`config.mk`:
```
export PLATFORM = sky130hd
export DESIGN_NAME = mem_store_unit
export DESIGN_NICKNAME = d
export VERILOG_FILES = /design/src/rtl/mem_store_unit_pkg.sv /design/src/rtl/mem_store_unit_packer.sv /design/src/rtl/mem_store_unit.sv
export SDC_FILE = /design/constraint.sdc
export NUM_CORES = 1
export LEC_CHECK = 0
export BUFFER_PORTS_ARGS = -buffer_cell sky130_fd_sc_hd__buf_2
export CORE_ASPECT_RATIO = 1.1
export CORE_MARGIN = 1.5
export CORE_UTILIZATION = 40
export DETAILED_ROUTE_END_ITERATION = 10
export PLACE_DENSITY = 0.68
export SLEW_MARGIN = 30
export SYNTH_ARGS = -nofsm -noshare
export SYNTH_HDL_FRONTEND = slang
export SYNTH_HIERARCHICAL = 1
export SYNTH_SLANG_ARGS = --single-unit
```
`constraint.sdc`:
```
create_clock -name clk -period 6.9 [get_ports clk]
set_input_delay 1.38 -clock clk [delete_from_list [all_inputs] [get_ports clk]]
set_output_delay 1.38 -clock clk [all_outputs]
set_load 0.05 [all_outputs]
```
`src/rtl/mem_store_unit_pkg.sv`:
```
// Shared definitions for the MEM-stage store path: store opcode encodings,
// data-bus size codes, FSM state type and the packed bus request record.
package mem_store_unit_pkg;

   localparam int ST_ADDR_W = 32;

   localparam logic [2:0] STOREOP_SB  = 3'd0;
   localparam logic [2:0] STOREOP_SH  = 3'd1;
   localparam logic [2:0] STOREOP_SW  = 3'd2;
   localparam logic [2:0] STOREOP_SWL = 3'd3;
   localparam logic [2:0] STOREOP_SWR = 3'd4;

   localparam logic [1:0] SZ_BYTE = 2'd0;
   localparam logic [1:0] SZ_HALF = 2'd1;
   localparam logic [1:0] SZ_WORD = 2'd2;

   typedef enum logic [1:0] {
      ST_IDLE = 2'd0,
      ST_REQ  = 2'd1,
      ST_WAIT = 2'd2
   } st_state_e;

   typedef struct packed {
      logic [ST_ADDR_W-1:0] addr;
      logic [1:0]           size;
      logic [3:0]           wstrb;
      logic [31:0]          wdata;
   } store_req_t;

endpackage

```
`src/rtl/mem_store_unit_packer.sv`:
```
// Combinational store packer: turns (op, effective address, rt value) into a
// lane-aligned bus request and flags misalignment.
//   op     in   3-bit store opcode
//   addr   in   effective address
//   data   in   rt register value
//   req    out  packed request (addr, size, wstrb, wdata)
//   ades   out  store is misaligned for its size (only meaningful when op_ok)
//   op_ok  out  op is a recognised store opcode
module mem_store_unit_packer
   import mem_store_unit_pkg::*;
(
   input  logic [2:0]           op,
   input  logic [ST_ADDR_W-1:0] addr,
   input  logic [31:0]          data,
   output store_req_t           req,
   output logic                 ades,
   output logic                 op_ok
);

   logic [1:0]           a;
   logic [ST_ADDR_W-1:0] addr_word;

   assign a         = addr[1:0];
   assign addr_word = {addr[ST_ADDR_W-1:2], 2'b00};

   always_comb begin
      req   = '0;
      ades  = 1'b0;
      op_ok = 1'b1;
      case (op)
         STOREOP_SB: begin
            req.addr  = addr;
            req.size  = SZ_BYTE;
            req.wstrb = 4'b0001 << a;
            req.wdata = {4{data[7:0]}};
         end
         STOREOP_SH: begin
            req.addr  = addr;
            req.size  = SZ_HALF;
            req.wstrb = a[1] ? 4'b1100 : 4'b0011;
            req.wdata = {2{data[15:0]}};
            ades      = a[0];
         end
         STOREOP_SW: begin
            req.addr  = addr;
            req.size  = SZ_WORD;
            req.wstrb = 4'b1111;
            req.wdata = data;
            ades      = |a;
         end
         // SWL writes the high-order bytes of rt into the low lanes up to a.
         STOREOP_SWL: begin
            req.addr = addr_word;
            req.size = SZ_WORD;
            case (a)
               2'd0:    begin req.wstrb = 4'b0001; req.wdata = {24'b0, data[31:24]}; end
               2'd1:    begin req.wstrb = 4'b0011; req.wdata = {16'b0, data[31:16]}; end
               2'd2:    begin req.wstrb = 4'b0111; req.wdata = {8'b0,  data[31:8]};  end
               default: begin req.wstrb = 4'b1111; req.wdata = data;                 end
            endcase
         end
         // SWR writes the low-order bytes of rt into lanes a and above.
         STOREOP_SWR: begin
            req.addr = addr_word;
            req.size = SZ_WORD;
            case (a)
               2'd0:    begin req.wstrb = 4'b1111; req.wdata = data;                 end
               2'd1:    begin req.wstrb = 4'b1110; req.wdata = {data[23:0], 8'b0};  end
               2'd2:    begin req.wstrb = 4'b1100; req.wdata = {data[15:0], 16'b0}; end
               default: begin req.wstrb = 4'b1000; req.wdata = {data[7:0], 24'b0};  end
            endcase
         end
         default: op_ok = 1'b0;
      endcase
   end

endmodule

```
`src/rtl/mem_store_unit.sv`:
```
// MEM-stage store unit: packs a store, issues it on the SRAM-like data bus
// and stalls the pipeline until the write is acknowledged.
//   clk, resetn                 clock, async active-low reset
//   st_valid/op/addr/data       store presented by the MEM stage
//   flush                       blocks a new issue (never cancels an issued one)
//   st_stall                    hold MEM and upstream
//   st_done                     1-cycle pulse on write acknowledge
//   st_ades/st_badvaddr         misaligned store report (combinational)
//   data_sram_*                 request channel / addr_ok / data_ok responses
//
// state   | meaning
// IDLE    | no store outstanding; may issue
// REQ     | req=1, waiting for addr_ok
// WAIT    | address accepted, waiting for data_ok
module mem_store_unit
   import mem_store_unit_pkg::*;
#(
   parameter int ADDR_W = ST_ADDR_W,
   parameter int DATA_W = 32
) (
   input  logic              clk,
   input  logic              resetn,
   input  logic              st_valid,
   input  logic [2:0]        st_op,
   input  logic [ADDR_W-1:0] st_addr,
   input  logic [31:0]       st_data,
   input  logic              flush,
   output logic              st_stall,
   output logic              st_done,
   output logic              st_ades,
   output logic [ADDR_W-1:0] st_badvaddr,
   output logic              data_sram_req,
   output logic              data_sram_wr,
   output logic [1:0]        data_sram_size,
   output logic [ADDR_W-1:0] data_sram_addr,
   output logic [3:0]        data_sram_wstrb,
   output logic [DATA_W-1:0] data_sram_wdata,
   input  logic              data_sram_addr_ok,
   input  logic              data_sram_data_ok
);

   st_state_e  state_q, state_d;
   store_req_t req_q, req_d;

   store_req_t pack_req;
   logic       pack_ades;
   logic       pack_op_ok;
   logic       issue;
   logic       done;

   mem_store_unit_packer u_packer (
      .op    (st_op),
      .addr  (st_addr),
      .data  (st_data),
      .req   (pack_req),
      .ades  (pack_ades),
      .op_ok (pack_op_ok)
   );

   assign issue = (state_q == ST_IDLE) & st_valid & pack_op_ok & ~pack_ades & ~flush;
   assign done  = ((state_q == ST_REQ) & data_sram_addr_ok & data_sram_data_ok) |
                  ((state_q == ST_WAIT) & data_sram_data_ok);

   always_ff @(posedge clk or negedge resetn) begin
      if (!resetn) begin
         state_q <= ST_IDLE;
         req_q   <= '0;
      end else begin
         state_q <= state_d;
         req_q   <= req_d;
      end
   end

   always_comb begin
      state_d = state_q;
      req_d   = req_q;
      case (state_q)
         ST_IDLE: begin
            if (issue) begin
               state_d = ST_REQ;
               req_d   = pack_req;
            end
         end
         ST_REQ: begin
            if (data_sram_addr_ok) begin
               state_d = data_sram_data_ok ? ST_IDLE : ST_WAIT;
            end
         end
         ST_WAIT: begin
            if (data_sram_data_ok) begin
               state_d = ST_IDLE;
            end
         end
         default: state_d = ST_IDLE;
      endcase
   end

   always_comb begin
      st_ades         = st_valid & pack_op_ok & pack_ades;
      st_badvaddr     = st_ades ? st_addr : '0;
      st_done         = done;
      st_stall        = issue | ((state_q != ST_IDLE) & ~done);
      data_sram_req   = (state_q == ST_REQ);
      data_sram_wr    = (state_q == ST_REQ);
      data_sram_size  = req_q.size;
      data_sram_addr  = req_q.addr;
      data_sram_wstrb = req_q.wstrb;
      data_sram_wdata = req_q.wdata;
   end

endmodule

```
# ---- After elaboration in Yosys (flattened, before gate mapping)
# Cells that the tools add are included.
dict set report totals {
  regBits 72
  elab_cells 52
}
dict set report classes {
  n_eq_ne 11
  n_shift 1
  n_mux 12
  bitwise_logic 15
  n_reduce_logical 8
}
# operator count
set op_table {}
lappend op_table {{$pmux W70 S5} 1}
lappend op_table {{$pmux W36 S3} 1}
lappend op_table {{$pmux W35 S3} 1}
lappend op_table {{$mux W32} 1}
lappend op_table {{$and A1 B1 Y1} 10}
lappend op_table {{$mux W2} 4}
lappend op_table {{$eq A3 B2 Y1 const B} 2}
lappend op_table {{$pmux W2 S3} 1}
lappend op_table {{$reduce_or A5 Y1} 1}
lappend op_table {{$eq A2 B1 Y1 const B} 2}
lappend op_table {{$eq A2 B2 Y1 const B} 2}
lappend op_table {{$logic_not A2 Y1} 2}
lappend op_table {{$mux W4} 1}
lappend op_table {{$ne A2 B2 Y1 const B} 2}
lappend op_table {{$shl A1 B2 Y4 const A} 1}
lappend op_table {{$eq A3 B1 Y1 const B} 1}
lappend op_table {{$eq A3 B3 Y1 const B} 1}
lappend op_table {{$logic_not A3 Y1} 1}
lappend op_table {{$not A1 Y1} 3}
lappend op_table {{$reduce_and A3 Y1} 1}
lappend op_table {{$ne A2 B1 Y1 const B} 1}
lappend op_table {{$or A1 B1 Y1} 2}
lappend op_table {{$pmux W1 S2} 1}
lappend op_table {{$reduce_and A2 Y1} 1}
lappend op_table {{other kinds (3)} 3}

# ---- Depth between registers and ports, before layout
# Gate-level depths: netlist (run 1).
dict set report depth {
  word_depth 8
  depth_mapped 10
  mapped_depth_nobuf 6
}

# ---- Cells and area by module
# The synthesis (run 1) kept the hierarchy.
# mod n_inst cells_each area_per_inst_um2 seq_area_each_um2
set modules_own_cells {}
lappend modules_own_cells {mem_store_unit 1 198 2962.8 1801.7}
lappend modules_own_cells {mem_store_unit_packer 1 189 1463.9 0.0}

# ---- Worst setup path before layout (run 1)
# OpenSTA, ideal clock, no wires.
dict set report synth_path {
  kind {input-to-output}
  from {in st_op[0]}
  to {out st_badvaddr[22]}
  arrival_time_ps 3582
  slack_ps 1938
  stages 9
  n_path_buf 4
  cell_sequence {buf_4 buf_4 buf_2 nor2b_1 o21ai_0 a21oi_1 and3_1 clkbuf_1 and2_1}
}
# item line
set synth_rtl {}
lappend synth_rtl {{start: declaration} mem_store_unit.sv:24} ;# input logic [2:0] st_op,
lappend synth_rtl {{$eq A3 B2 Y1 or $eq A3 B1 Y1 (tied branches)} mem_store_unit_packer.sv:30} ;# case (op)
lappend synth_rtl {{$pmux W1 S2 (*)} mem_store_unit_packer.sv:30}
lappend synth_rtl {{via pack_ades} mem_store_unit.sv:46} ;# logic pack_ades;
lappend synth_rtl {{$and A1 B1 Y1 (*)} mem_store_unit.sv:99} ;# st_ades = st_valid & pack_op_ok & pack_ades;
lappend synth_rtl {{via st_ades} mem_store_unit.sv:30} ;# output logic st_ades,
lappend synth_rtl {{$mux W32 (*)} mem_store_unit.sv:100} ;# st_badvaddr = st_ades ? st_addr : '0;
lappend synth_rtl {{end: declaration} mem_store_unit.sv:31} ;# output logic [ADDR_W-1:0] st_badvaddr,
# The timed path passes the listed nets; every way through them passes the cells marked *.

# ---- Worst setup path after layout (run 1)
dict set report layout_path {
  from {in st_op[0]}
  to {out st_badvaddr[25]}
}
dict set report layout_between {
  elab_chain_cells 6
}
# item line
set layout_lines {}
lappend layout_lines {{$eq A3 B1 Y1 (tied with other cells)} mem_store_unit_packer.sv:30}
lappend layout_lines {{$reduce_or A5 Y1 (no source line) (*)} -}
lappend layout_lines {{$mux W1 (*)} mem_store_unit_packer.sv:30}
lappend layout_lines {{via pack_op_ok} mem_store_unit.sv:47} ;# logic pack_op_ok;
lappend layout_lines {{$and A1 B1 Y1 (*) (2 in series)} mem_store_unit.sv:99}
lappend layout_lines {{$mux W32 (*)} mem_store_unit.sv:100}
# Marked as above.

==> results of run 1 <==
## registers in the layout, indices dropped and copies added (netlist names)
signal,count
data_sram_addr,32
data_sram_wdata,32
data_sram_wstrb,4
data_sram_size,2
state_q,2
## cell type report
| cell class | count | area (um2) | area share |
|---|---|---|---|
| inverter | 2 | 7.507 | 0.001333 |
| clock buffer | 12 | 266.5 | 0.04731 |
| tap | 147 | 183.9 | 0.03265 |
| sequential | 72 | 1802 | 0.3199 |
| timing repair buffer | 181 | 917.1 | 0.1628 |
| clock inverter | 3 | 40.04 | 0.007108 |
| multi-input combinational | 282 | 2416 | 0.4289 |
## worst min path at each step
| stage | start | endpoint | slack [ns] |
|---|---|---|---|
| 2_1_floorplan | state_q[1] | state_q[1] | 0.55 |
| 3_3_place_gp | data_sram_wstrb[1] | data_sram_wstrb[1] | 0.47 |
| 3_5_place_dp | data_sram_addr[3] | data_sram_addr[3] | 0.48 |
| 4_1_cts | data_sram_addr[3] | data_sram_addr[3] | 0.49 |
| 5_1_grt | data_sram_wdata[9] | data_sram_wdata[9] | 0.51 |
| 6_report | data_sram_addr[3] | data_sram_addr[3] | 0.49 |
## Yosys cell counts, drive strengths merged (4+ instances only)
cell     count
buf         25
o21ai        7
a22o        15
mux2i       12
nor2        10
nand2b       6
dfrtp       72
a221o       19
clkbuf       6
o2bb2ai      6
nor3        12
nand2        8
a21oi       17
mux4         8
and2        64
mux2        72
a22oi        5
a222oi       4
## worst reg2reg max path, stage by stage (launching register included)
cell	delay (ns)
dfrtp_1	0.40
nor2_1	0.25
nand4_4	0.48
buf_4	0.49
mux2_1	0.40
## power groups by stage
stage	clock (uW)	sequential [uW]	combinational, uW
global route	509	602	847
global placement	0	588	802
CTS	489	588	809
floorplan	0	985	214
finish	476	586	804
detailed placement	0	593	808
## cells by family after synthesis
kind of cell / after synthesis
multiplexers: 92
flip-flops: 72
buffers and inverters: 33
AO/OA/AOI/OAI: 79
AND/OR/NAND/NOR: 111
## routing by layer
layer,routed length [um],GRT usage
met1,4862,0.2523
met2,5788,0.3430
met3,1071,0.05559
met4,241,0.09099
met5,0,0
## through the flow
stage	hold WS, ns	power, uW	instance area, um2	setup slack (ns)
6_report	0.4940	1867	5633	1.794
4_1_cts	0.4936	1886	5620	1.455
3_5_place_dp	0.4792	1402	5314	1.460
5_1_grt	0.5110	1957	5633	1.529
2_1_floorplan	0.5463	1199	4427	1.938
3_3_place_gp	0.4738	1390	5314	1.516
==> summary.md, run 1 <==
| Metric | Value |
|---|---|
| Status | completed |
| Seq cells post-synth | 72 |
| Initial Util | 0.4076 |
| Syn-to-layout area delta | 27.25% |
| Max_slew headroom | 0.4257 |
| CTS H-tree depth | 3 |
| Synth top area cells | dfrtp_1, mux2_2, and2_1 |
| Tcrit/Tclk final | 0.7399 |
| Most frequent cells in the layout | buf_2, dfrtp_1, mux2_2, and2_1, a221o_1 |
| Ys flop type | dfrtp_1 |
| Area of the mapped netlist | 4427 um2 |
| Critical Path Stages | 6 |
| Synth Instances | 387 |
| Port Buf Inserts | 179 |
| Worst-Skew Late Latency | 0.33 ns |
| Largest net degree at the start of global routing | 73 |
| DRC violations left | 0 |
| Post-Syn Area per Cell | 11.44 um2 |
| Switching share of power | 0.4324 |
| Min Tclk post-route | 5.106 ns |
| IO Count | 180 |
| Top cell by count, worst path | buf_2 |
| Area of the die | 11710 um2 |
| Adder-Cell Fraction of Synth Area | 0 |
| Rows | 40 |
| TritonRoute pass-1 iters | 5 |
| Syn Nets | 460 |
| Final WL | 11.96 mm |
| Netlist cell types | 39 |
| Synth area leader | dfrtp_1 |
| Commonest non-fill, non-tap cell in the layout | buf_2 |
| Net Sw Power | 807.0 uW |
| Element type at the critical path end | output port |
| RD Place Congestion | 0.8199 |
| CP Buf/Inv Count | 2 |
| Routed Antenna Nets | 0 |
| CTS Root Buffer Type | clkbuf_16 |
| Synth Area in XOR/XNOR | 0 |
| Fin util | 0.5187 |
| Clk sinks | 72 |
| Final Skew | 0.004623 ns |
| Detailed Place HPWL | 8.406 mm |
| Clock Pin Slew Worst Setup and Hold Paths | 0.05 ns |
| Clock buffer depth | 2 |
| Worst path arrival time | 3.73 ns |
| Cell family with most CP delay | simple AND/OR/NAND/NOR gates |
| Required time of the critical path | 5.52 ns |
| Cells after DPL | 684 |
| Cell internal pwr | 1060 uW |
| Number of diodes | 0 |
| CP max stage cell | and3_1 |
| Yosys top cell area share | 0.4070 |
| Total number of vias | 3842 |
| Post-synthesis simple-gate area fraction | 0.1512 |
| Cell Chain, Critical Path | buf_2, or2_2, nand2_2, and3_1, and2_1, buf_2 |
| Post-CTS Hold Buffers | 0 |
| Vias in the first global route | 3847 |
| Critical Path Max Stage Delay | 0.78 ns |
| Largest family of logic cells by synthesized area | multiplexers |
| FF-to-FF Start | state_q[1] |
| Power per standard cell area | 331.4 nW/um2 |
| FFs w/ async S/R, synth | 1.000 |
| Fmax | 195.9 MHz |
| Total grt overflow | 0 |
| Post-Layout Cell Count | 699 |
| Unrepaired setup endpoints after global routing | false |
| # Max-Cap Violations | 0 |
| Die Wd | 103.3 um |
| Leakage power | 0.002885 uW |
| TritonCTS Buffers | 9 |
| Initial antenna violation count | 0 |
| # fillers | 1015 |
| YS warnings | 6 |
| Start point of the critical path | st_op[0] |
| Share of power burned in combinational logic | 0.431 |
| Post-synthesis mux area share | 0.2510 |
| Worst setup SP type | primary input |
| Setup repair bufs after CTS | 0 |
| Post-DR vias/cell | 5.496 |
| Flop pwr share | 0.314 |
| Core footprint | 10860 um2 |
| Gr usage total | 0.2077 |
| Register-to-Register Path Depth | 4 |
| Endpoints failing setup | 0 |
| CTS tree | built |
| WL/cell | 17.12 um |
| DR iter-0 viols | 144 |
| Crit path max fanout | 33 |
| Worst hold path depth | 1 |
| Setup TNS | 0 ns |
| First-pass GRT wire length | 18.60 mm |
| R2R Setup Slk | 4.77 ns |
| Worst-Margin Slew | 0.8615 ns |
| Layout cell share with drive strength beyond 1 | 0.5036 |
| Clock power share | 0.255 |
| R2r endpoint | data_sram_size[0] |
| Setup crit end | st_badvaddr[25] |
| Setup CP Type | primary input to output port |
| Die H | 113.3 um |
| Final Slew Violations | 0 |
| Sequential share of the synthesized area | 0.4070 |
| VDD IR max | 0.0001705 V |
| Number of synthesized flops with an enable pin | 0 |
| Post-CTS sizing | 0 |
| Synth Area in Compound Gates | 0.1416 |
| Layout Nets | 621 |
| Endpoints failing hold | 0 |
| Worst hold path type | flop to flop |
Power figures use the tool's default switching activity.
==> inputs of run 2 (changes only) <==
- PLACE_DENSITY: 0.68 -> 0.71
- clock period: 6.9 -> 4.58 ns (I/O delays scaled with it)
==> run 2 against run 1 <==
Compared with the run above: count of clock-buffer cells in the layout did not move; sequential power grew 51%; final cell count rose by 0.43%; setup slack lost 0.83 ns; register-to-register slack got worse by 2.1 ns; final area is essentially flat; via count is 1.3% higher; sequential share of layout area barely moved; critical path depth grew 2; largest cell class unchanged.
==> summary.md, run 2 (synthesized netlist as in run 1, its figures left out) <==
| Metric | Value |
|---|---|
| First-pass GRT wire length | 18.74 mm |
| Final WL | 12.06 mm |
| Layout cell share with drive strength beyond 1 | 0.5027 |
| Max_slew headroom | 0.3805 |
| Die H | 113.3 um |
| Crit path max fanout | 32 |
| Leakage power | 0.002881 uW |
| Gr usage total | 0.2088 |
| # Max-Cap Violations | 0 |
| Cell family with most CP delay | buffers and inverters |
| Core footprint | 10860 um2 |
| HP Start | data_sram_addr[4] |
| # fillers | 1009 |
| DRC violations left | 0 |
| Worst hold path type | flop to flop |
| Die Wd | 103.3 um |
| Detailed Place HPWL | 8.481 mm |
| Port Buf Inserts | 179 |
| TritonRoute pass-1 iters | 6 |
| R2R Setup Slk | 2.66 ns |
| VDD IR max | 0.0002220 V |
| Clock buffer depth | 2 |
| RD Place Congestion | 0.8090 |
| Register-to-Register Path Depth | 4 |
| Multi-input gate area | 2414 um2 |
| Largest net degree at the start of global routing | 73 |
| Post-route cell area | 5637 um2 |
| Post-DR vias/cell | 5.543 |
| Worst path arrival time | 2.70 ns |
| Number of diodes | 0 |
| Setup CP Type | primary input to output port |
| Fmax | 276.4 MHz |
| Most frequent cells in the layout | buf_2, dfrtp_1, mux2_2, and2_1, a221o_1 |
| Critical Path Max Stage Delay | 0.35 ns |
| CTS H-tree depth | 3 |
| Area of the die | 11710 um2 |
| Initial Util | 0.4076 |
| Worst setup SP type | primary input |
| CTS Root Buffer Type | clkbuf_16 |
| Status | completed |
| Syn-to-layout area delta | 27.33% |
| R2r endpoint | data_sram_addr[0] |
| Total number of vias | 3891 |
| FF-to-FF Start | state_q[1] |
| WL/cell | 17.18 um |
| IO Count | 180 |
| Worst hold path depth | 1 |
| Worst-Margin Slew | 0.9293 ns |
| DR iter-0 viols | 164 |
| Tcrit/Tclk final | 0.7900 |
| Total grt overflow | 0 |
| Final Slew Violations | 0 |
| Commonest non-fill, non-tap cell in the layout | buf_2 |
| Rows | 40 |
| Element type at the critical path end | output port |
| Power per standard cell area | 489.9 nW/um2 |
| Min Tclk post-route | 3.618 ns |
| Endpoints failing hold | 0 |
| CTS tree | built |
| Clock Pin Slew Worst Setup and Hold Paths | 0.06 ns |
| Endpoints failing setup | 0 |
| TritonCTS Buffers | 9 |
| Layout Nets | 623 |
| Worst-Skew Late Latency | 0.33 ns |
| Reg area | 1802 um2 |
| Initial antenna violation count | 0 |
| Total power | 2762 uW |
| CP max stage cell | buf_2 |
| Worst hold endpoint | data_sram_addr[4] |
| Final Skew | 0.003233 ns |
| Setup TNS | 0 ns |
| CP Buf/Inv Count | 3 |
| Top cell by count, worst path | buf_2 |
| Cell Chain, Critical Path | buf_2, nor2b_1, o21ai_0, a21oi_1, and3_1, buf_4, and2_1, buf_2 |
| Clk sinks | 72 |
| Required time of the critical path | 3.66 ns |
| Post-CTS Hold Buffers | 0 |
| Post-DP Area | 5341 um2 |
| Setup repair bufs after CTS | 0 |
| Vias in the first global route | 3796 |
| Routed Antenna Nets | 0 |
| Unrepaired setup endpoints after global routing | false |
| Post-CTS sizing | 0 |
[run 2: changes by cell type in the layout (fill, tap and decap cells not counted)]
cell        delta
nand2_2        -1
clkinv_4       +1
buf_12         +1
buf_4          +1
nand2_1        +1
bufinv_16      -1
clkbuf_1       +1
clkinvlp_4     +2
clkinv_2       -1
clkbuf_8       -1
[run 2: through the flow]
stage | hold slack [ns] | cells | utilization | setup WS, ns
floorplan | 0.5463 | 387 | - | 0.5457
global placement | 0.4724 | 686 | 0.4918 | 1.056
detailed placement | 0.4755 | 686 | 0.4918 | 0.9941
CTS | 0.4974 | 702 | 0.5181 | 0.9878
global route | 0.5174 | 702 | 0.5190 | 0.7499
finish | 0.4932 | 702 | 0.5190 | 0.9620
[run 2: cell type report]
cell class              instances  share of cell area
flip-flops and latches         72              0.3196
repair buffers                183              0.1676
inverters                       2            0.001332
well taps                     147             0.03263
clock inverters                 4            0.005105
multi-input cells             282              0.4282
clock buffers                  12             0.04550
[run 2: power breakdown]
group          switching, uW  total [uW]  internal [uW]
clock                    270         666            396
combinational            880        1210            333
sequential              78.2         882            804
total                   1230        2760           1530
[run 2: metal layers]
layer  GRT usage  vias to the layer above  part of all wire  routed length (um)
li1            -                     1767                 -                   -
met1      0.2603                     1839              0.40                4817
met2      0.3289                      245              0.46                5534
met3     0.05930                       40              0.11                1331
met4      0.1036                        0             0.031                 374
met5           0                        -                 0                   0
[run 2: worst max path at each step]
| stage | startpoint | to | depth (start not counted) |
|---|---|---|---|
| CTS | st_op[1] | st_badvaddr[22] | 8 |
| global route | st_addr[0] | st_badvaddr[26] | 7 |
| global placement | st_op[1] | st_badvaddr[1] | 8 |
| finish | st_op[1] | st_badvaddr[14] | 8 |
| floorplan | st_op[0] | st_badvaddr[22] | 9 |
| detailed placement | st_op[1] | st_badvaddr[22] | 8 |
==> inputs of run 3 (changes only) <==
- PLACE_DENSITY: 0.71 -> 0.68
- clock period: 4.58 -> 3.63 ns (I/O delays scaled with it)
==> run 3 against run 2 <==
Compared with the run above: combinational power rose by 27%; clock power rose by 36%; routed wire length rose by 2.8%; via count fell by 0.49%; die area did not move; setup slack got worse by 0.39 ns; flip-flop and latch count did not move; power rose by 29%; critical endpoint is now st_badvaddr[7]; highest routed layer unchanged.
==> summary.md, run 3 (synthesized netlist as in run 1, its figures left out) <==
| Metric | Value |
|---|---|
| Status | completed |
| Commonest non-fill, non-tap cell in the layout | buf_2 |
| Setup repair bufs after CTS | 0 |
| VDD IR max | 0.0003374 V |
| Clock power share | 0.255 |
| Net Sw Power | 1556 uW |
| Post-DR vias/cell | 5.461 |
| Critical Path Max Stage Delay | 0.32 ns |
| Unrepaired setup endpoints after global routing | false |
| Worst hold path type | primary input to async pin |
| Leakage power | 0.002917 uW |
| CTS Root Buffer Type | clkbuf_16 |
| Min Tclk post-route | 3.055 ns |
| Core footprint | 10860 um2 |
| Gr usage total | 0.2139 |
| Final WL | 12.39 mm |
| TritonRoute pass-1 iters | 5 |
| Die Wd | 103.3 um |
| Post-Layout Cell Count | 709 |
| Total number of vias | 3872 |
| Port Buf Inserts | 179 |
| Flop pwr share | 0.313 |
| Switching share of power | 0.4371 |
| Power per standard cell area | 625.0 nW/um2 |
| Final Skew | 0.008397 ns |
| Endpoints failing setup | 0 |
| CP Buf/Inv Count | 3 |
| Vias in the first global route | 3844 |
| Clk sinks | 72 |
| Cell family with most CP delay | simple AND/OR/NAND/NOR gates |
| DRC violations left | 0 |
| TritonCTS Buffers | 9 |
| Worst-Skew Late Latency | 0.34 ns |
| Fmax | 327.4 MHz |
| Max_slew headroom | 0.4344 |
| Routed Antenna Nets | 0 |
| Number of diodes | 0 |
| Worst path arrival time | 2.33 ns |
| Final Slew Violations | 0 |
| CTS H-tree depth | 3 |
| Endpoints failing hold | 0 |
| WL/cell | 17.48 um |
| Tcrit/Tclk final | 0.8415 |
| Setup TNS | 0 ns |
| IO Count | 180 |
| Worst setup SP type | primary input |
| Post-CTS sizing | 0 |
| Setup CP Type | primary input to output port |
| DR iter-0 viols | 291 |
| Layout Nets | 630 |
| Post-DP Area | 5385 um2 |
| Detailed Place HPWL | 8.952 mm |
| Required time of the critical path | 2.90 ns |
| Crit path max fanout | 33 |
| Element type at the critical path end | output port |
| Area of the die | 11710 um2 |
| RD Place Congestion | 0.8936 |
| Clock Pin Slew Worst Setup and Hold Paths | 0.06 ns |
| Initial Util | 0.4076 |
| Syn-to-layout area delta | 28.69% |
| First-pass GRT wire length | 19.12 mm |
| Post-route cell area | 5697 um2 |
| Most frequent cells in the layout | buf_2, dfrtp_1, mux2_2, and2_1, a221o_1 |
| Cell Chain, Critical Path | buf_2, or2_2, nand2_1, and3_1, buf_4, and2_1, buf_2 |
| Rows | 40 |
| Top cell by count, worst path | buf_2 |
| Largest net degree at the start of global routing | 73 |
| Worst-Margin Slew | 0.8484 ns |
| Post-CTS Hold Buffers | 0 |
| Initial antenna violation count | 0 |
| CTS tree | built |
| Layout cell share with drive strength beyond 1 | 0.5125 |
| # Max-Cap Violations | 0 |
| Cell internal pwr | 2004 uW |
| Cells after DPL | 693 |
| CP max stage cell | or2_2 |
| Clock buffer depth | 2 |
| # fillers | 993 |
| Total grt overflow | 0 |
| Die H | 113.3 um |
| Share of power burned in combinational logic | 0.431 |
run 3: cell types whose count changed in the layout (fill, tap and decap cells not counted), sizes merged:
cell    before  now
bufinv       0    1
clkbuf      12   11
buf        183  190
run 3: power groups by stage:
stage          Sequential [uW]  Combinational (uW)  Clock, uW
6_report                  1110                1540        909
5_1_grt                   1140                1610        960
4_1_cts                   1120                1550        927
3_5_place_dp              1130                1550          0
3_3_place_gp              1120                1530          0
2_1_floorplan             1870                 407          0
run 3: area by class of cell:
cell class                      instances  area (um2)  share of cell area
Inverter                                2       7.507            0.001318
Multi-Input combinational cell        282        2411              0.4232
Sequential cell                        72        1802              0.3163
Clock buffer                           11       252.7             0.04437
Timing Repair Buffer                  190       984.7              0.1729
Clock inverter                          5       55.05            0.009664
Tap cell                              147       183.9             0.03229
run 3: final timing paths:
path,start,endpoint,slack (ns),cells past startpoint
min,resetn,data_sram_wdata[14],0.40,1
max,st_op[1],st_badvaddr[7],0.58,7
min reg2reg,data_sram_addr[0],data_sram_addr[0],0.49,1
max reg2reg,state_q[0],data_sram_size[0],1.91,4
max in group asynchronous,resetn,data_sram_addr[22],2.77,1
min in group clk,data_sram_addr[0],data_sram_addr[0],0.49,1
run 3: layer usage:
layer	vias to the layer above	GRT usage	share of wire
met5	-	0	0
met2	245	0.3404	0.46
met1	1827	0.2729	0.42
li1	1780	-	-
met4	0	0.1099	0.027
met3	20	0.04385	0.094
run 3: metrics by stage:
stage               setup WS, ns  hold slack [ns]  utilization  total power, uW
global route              0.4678           0.4512       0.5245             3717
floorplan                 0.2609           0.4304            -             2279
global placement          0.6412           0.4760       0.4955             2650
CTS                       0.5813           0.4897       0.5242             3589
detailed placement        0.5913           0.4767       0.4959             2671
finish                    0.5753           0.4048       0.5245             3560
